===== config.mk =====
export PLATFORM = sky130hd
export DESIGN_NAME = debounce_fsm
export DESIGN_NICKNAME = d
export VERILOG_FILES = /design/src/rtl/debounce_fsm.sv
export SDC_FILE = /design/constraint.sdc
export NUM_CORES = 1
export LEC_CHECK = 0
export BUFFER_PORTS_ARGS = -buffer_cell sky130_fd_sc_hd__buf_4
export CAP_MARGIN = 25
export CORE_AREA = 5 5 42 44
export CTS_CLUSTER_SIZE = 8
export DETAILED_ROUTE_END_ITERATION = 8
export DIE_AREA = 0 0 47 49
export MAX_ROUTING_LAYER = met4
export PLACE_DENSITY = 0.6
export SYNTH_ARGS = -nofsm -noshare
export SYNTH_HDL_FRONTEND = slang
export SYNTH_SLANG_ARGS = --single-unit
export TNS_END_PERCENT = 5

===== constraint.sdc =====
create_clock -name clk -period 1.35 [get_ports clk]
set_input_delay 0.135 -clock clk [delete_from_list [all_inputs] [get_ports clk]]
set_output_delay 0.135 -clock clk [all_outputs]
set_load 0.1 [all_outputs]

===== src/rtl/debounce_fsm.sv =====
// -----------------------------------------------------------------------------
// debounce_fsm
//   Debounces a joystick push-button level. The raw input is synchronised into
//   clk, then a four-state FSM accepts a level change only after the
//   synchronised input has stayed put for STABLE_TICKS consecutive timer ticks.
//
// Ports
//   clk       in   clock
//   reset_n   in   asynchronous, active-low reset
//   noisy_in  in   raw button level, asynchronous to clk
//   tick      in   1-cycle timer 'done' pulse (clk domain)
//   timer_en  out  timer enable, high while qualifying a change (WAIT1/WAIT0)
//   db_level  out  debounced level
//   db_rise   out  1-cycle pulse on an accepted 0->1
//   db_fall   out  1-cycle pulse on an accepted 1->0
// -----------------------------------------------------------------------------
module debounce_fsm #(
    parameter int unsigned STABLE_TICKS = 3,
    parameter int unsigned SYNC_STAGES  = 2
) (
    input  logic clk,
    input  logic reset_n,
    input  logic noisy_in,
    input  logic tick,
    output logic timer_en,
    output logic db_level,
    output logic db_rise,
    output logic db_fall
);

    localparam int unsigned CNT_W = $clog2(STABLE_TICKS + 1);
    localparam logic [CNT_W-1:0] CNT_LAST = CNT_W'(STABLE_TICKS - 1);

    typedef enum logic [1:0] {
        ZERO  = 2'd0,
        WAIT1 = 2'd1,
        ONE   = 2'd2,
        WAIT0 = 2'd3
    } state_t;

    logic [SYNC_STAGES-1:0] sync_q;
    logic                   sw_s;
    state_t                 state;
    logic [CNT_W-1:0]       cnt;

    // Metastability synchroniser for the asynchronous button level
    always_ff @(posedge clk or negedge reset_n) begin
        if (!reset_n) begin
            sync_q <= '0;
        end else begin
            sync_q <= {sync_q[SYNC_STAGES-2:0], noisy_in};
        end
    end

    assign sw_s = sync_q[SYNC_STAGES-1];

    // Debounce FSM; outputs are updated together with the state transition so
    // they always reflect the state being entered.
    always_ff @(posedge clk or negedge reset_n) begin
        if (!reset_n) begin
            state    <= ZERO;
            cnt      <= '0;
            timer_en <= 1'b0;
            db_level <= 1'b0;
            db_rise  <= 1'b0;
            db_fall  <= 1'b0;
        end else begin
            db_rise <= 1'b0;
            db_fall <= 1'b0;

            case (state)
                ZERO: begin
                    if (sw_s) begin
                        state    <= WAIT1;
                        cnt      <= '0;
                        timer_en <= 1'b1;
                    end
                end

                // Input must not move while ticks are counted; an abort wins
                // over a coincident tick.
                WAIT1: begin
                    if (!sw_s) begin
                        state    <= ZERO;
                        cnt      <= '0;
                        timer_en <= 1'b0;
                    end else if (tick) begin
                        if (cnt == CNT_LAST) begin
                            state    <= ONE;
                            cnt      <= '0;
                            timer_en <= 1'b0;
                            db_level <= 1'b1;
                            db_rise  <= 1'b1;
                        end else begin
                            cnt <= cnt + CNT_W'(1);
                        end
                    end
                end

                ONE: begin
                    if (!sw_s) begin
                        state    <= WAIT0;
                        cnt      <= '0;
                        timer_en <= 1'b1;
                    end
                end

                WAIT0: begin
                    if (sw_s) begin
                        state    <= ONE;
                        cnt      <= '0;
                        timer_en <= 1'b0;
                    end else if (tick) begin
                        if (cnt == CNT_LAST) begin
                            state    <= ZERO;
                            cnt      <= '0;
                            timer_en <= 1'b0;
                            db_level <= 1'b0;
                            db_fall  <= 1'b1;
                        end else begin
                            cnt <= cnt + CNT_W'(1);
                        end
                    end
                end

                default: begin
                    state    <= ZERO;
                    cnt      <= '0;
                    timer_en <= 1'b0;
                    db_level <= 1'b0;
                end
            endcase
        end
    end

endmodule


# Word level (Yosys, flattened, before mapping)

Index checks and enable logic that the tools add are counted.

Flip-flop bits (word level): 10
Input port bits: 4
Output and inout bits: 4
Word-level logic and storage cells: 65

$add $sub $neg: 1
Equality and inequality tests: 16
Multiplexer cells: 36
Reductions and logical operators: 5

Operators with widths:

| operator                                                              | number |
|---|---|
| 2-bit two-way mux                                                     | 14 |
| 1-bit two-way mux                                                     | 18 |
| 2-bit != test, second input constant                                  | 8 |
| 2-bit one-hot mux with 4 select lines                                 | 2 |
| 3-bit != test, second input constant                                  | 4 |
| 7-bit AND reduction                                                   | 1 |
| 2-bit equality test, second input constant                            | 3 |
| 6-bit AND reduction                                                   | 1 |
| 1-bit one-hot mux with 4 select lines                                 | 1 |
| 2-bit by 1-bit adder with 2-bit output, second input constant         | 1 |
| 2-bit by 1-bit equality test with 1-bit output, second input constant | 1 |
| 2-bit logical NOT                                                     | 1 |
| 1-bit one-hot mux with 2 select lines                                 | 1 |
| 2-bit AND reduction                                                   | 1 |
| 2-bit nonzero test                                                    | 1 |

# Longest topological paths before layout

Word-level depth: 5
Depth in mapped cells: 3
Gate-level depth less buffers: 3

# Worst setup path before layout

OpenSTA, ideal clock, no wires.

Path kind: reg2reg
From: register db_level (netlist name)
To: register db_level
Library setup time: 0.079 ns
Arrival time: 1.265 ns
Required time: 1.271 ns
Setup slack: 0.007 ns
Stages on the path, launching flop included: 3
Path buffers: 0
Period minus slack after synthesis: 1.343 ns
Cell sequence: dfrtp_1 o21ai_0 a21oi_1

RTL lines:

| element                | line | source |
|---|---|---|
| end signal: assignment | 64   | `db_level <= 1'b0;` |
| end signal: assignment | 92   | `db_level <= 1'b1;` |
| end signal: assignment | 118  | `db_level <= 1'b0;` |
| end: declaration       | 26   | `output logic db_level,` |

# Final worst setup path

From: register cnt[0]
To: register db_level

Cells in the longest elaborated chain, start to end: 3
Elaborated cells on any way between the ends: 4
Those cells by class: eq/ne (3); reduce/logical (1)

Ends and longest elaborated chain:

| element                                | line    | source |
|---|---|---|
| start: declaration                     | 44      | `logic [CNT_W-1:0] cnt;` |
| start signal: assignment               | 95      | `cnt <= cnt + CNT_W'(1);` |
| start signal: assignment               | 121     | `cnt <= cnt + CNT_W'(1);` |
| 2-bit equality test *                  | 88, 114 |  |
| 2-bit != test (no source line)         | -       |  |
| 7-bit AND reduction (no source line) * | -       |  |
| end signal: assignment                 | 92      |  |
| end signal: assignment                 | 118     |  |
| end signal: assignment                 | 130     | `db_level <= 1'b0;` |

Mark *: on every way between the ends. The rest lies on a longest branch, timed or not.
A chain may end at the register's enable or synchronous reset.

==> reports/qor.txt <==
fillers - 139
max-cap viol count - 0
Reg clk slew, reported paths - 0.07 ns
status - completed
Congestion Overflow GR - 0
Worst setup SP type - flop
VDD IR max - 1268 uV
flop2flop setup slack - 0.20 ns
fin crit period - 1.149 ns
#FFs+latches synth - 10
H-tree depth - 1
Worst Tran Pin Value - 0.2674 ns
register area - 250.2 um2
Clk Latency, worst-skew pair - 0.26 ns
Synth area leader - dfrtp_1
period utilization - 85.11%
CTS Buf Count - 3
routability cong. - 0.7367
LEAKAGE - 0.2535 nW
total track usage - 8.772%
IO Pins - 8
global-route wire length before repair - 1345 um
Synth cell types - 15
postcts setup bufs - 0
Setup Crit Path Kind - reg -> reg
# clock sinks - 10
final hold vios - 0
Die Y - 49 um
starting density of the core - 28.75%
First-pass DRT Iterations - 3
ANT nets after route - 0
CTS resizes - 0
clock buffer depth - 2
Worst slew margin - 82.05%
CTS tree - built
setup total negative slack - 0 ns
CTS Hold Bufs - 2
multi-input logic area - 148.9 um2
synthesized area - 402.9 um2
largest cells by area after synthesis - dfrtp_1 62%, nand2_1 5.6%, a21oi_1 5.0%, nor3b_1 3.7%, o2bb2ai_2 3.7%
vias in the first global route - 311
Total Nets Final - 53
HPWL Detailed - 495.1 um
routed via count - 304
# DRC - 0
commonest non-fill, non-tap cells in the layout - 10 x dfrtp_1, 7 x buf_4, 6 x nand2_1
row count - 14
Syn Area/Cell - 11.51 um2
final setup vio count - 0
Layout Area Growth over Synthesis - 31.99%
initial DRC count - 8
Avg Vias per Cell - 4.750
initial antenna violation count - 0
Max Clk Rate - 870.3 MHz
Core ar. - 1401 um2
Post-Route Skew - 0.001422 ns
routed len/inst - 11.70 um
max-slew violations - 0
CP Data Required Time - 1.49 ns
Die ar. - 2303 um2
CP arrival - 1.29 ns
final hold slack - 0.2292 ns
Mapped Cells - 35
Yosys warning total - 0
layout cells sized above 1 - 27.08%
most common cell after layout, fill and taps aside - dfrtp_1
antenna cell count - 0
sequential fraction of the synthesis area - 62.11%
Final Routed Wirelength - 749 um
Power Density - 2148 nW/um2
Hold Crit Class - in -> async
share of the synthesized area in the top cell type - 62.11%
RSZ-0062 raised after global routing - false
worst-path maximum fanout - 6
crit end category - flop
largest net degree at the start of global routing - 11
Synth Net Count - 39
Die Span X - 47 um
Root Driver - clkbuf_4
input/output buffers - 7
## registers in the layout, indices dropped and copies added (netlist names), named ones only
| register | cells |
|---|---|
| cnt | 2 |
| db_level | 1 |
| sync_q | 2 |
| db_fall | 1 |
| timer_en | 1 |
| state | 1 |
| db_rise | 1 |
## final timing paths
kind	startpoint	endpoint	cells past startpoint
min in group clk	tick	db_fall	3
max	cnt[0]	db_level	3
min	reset_n	async pin	2
max in group asynchronous	reset_n	db_level	2
max reg2reg	cnt[0]	db_level	3
min reg2reg	sync_q[0]	sync_q[1]	0
## through the flow
stage	cell area [um2]	utilization [%]	total power [mW]	std cells	setup slack (ns)
final	531.8	37.95	1.142	64	0.2010
after global routing	531.8	37.95	1.218	64	0.09871
after CTS	531.8	37.95	1.150	64	0.2022
after detailed placement	475.5	33.93	0.8686	58	0.3038
after global placement	475.5	33.93	0.8671	58	0.3023
after floorplan	402.9	-	0.7764	35	0.006701
## kinds of logic after synthesis
| group | synth area share, % |
|---|---|
| buffers and inverters | 0.9308 |
| XOR/XNOR | 4.349 |
| AO/OA/AOI/OAI | 13.04 |
| AND/OR/NAND/NOR | 19.57 |
| flip-flops | 62.11 |
## cells in the mapped netlist (all sizes together)
cell type  number
nor2            3
nand4b          1
o22ai           2
xor2            1
a21oi           4
and3b           1
nand2           6
and4b           1
o2bb2ai         1
xnor2           1
o21ai           1
dfrtp          10
inv             1
nor3b           2
## worst max-delay path: stages, from the launching register on
cell,delay [ns]
dfrtp_1,0.42
nand4b_1,0.27
o21ai_0,0.24
a21oi_1,0.10
## where the power goes
group	leakage (nW)	switching (mW)	internal, mW	total, mW
combinational	0.104	0.278	0.129	0.407
clock	0.0210	0.106	0.164	0.270
sequential	0.129	0.0937	0.372	0.465
total	0.254	0.478	0.665	1.14
## routing by layer
metal / vias to the layer above / GRT usage (%) / wire length [um]
met5: - / - / 0
met4: 0 / 6.912 / 29
met3: 5 / 3.321 / 34
met2: 8 / 12.22 / 344
met1: 140 / 9.589 / 340
li1: 151 / - / -
## final cells by class
cell class / instances / area share [%]
Tap cell: 16 / 3.765
Sequential cell: 10 / 47.06
Multi-Input combinational cell: 24 / 28.00
Clock buffer: 4 / 6.824
Inverter: 1 / 0.7059
Timing Repair Buffer: 9 / 13.65
No activity file was read; power rests on OpenSTA's default activity.
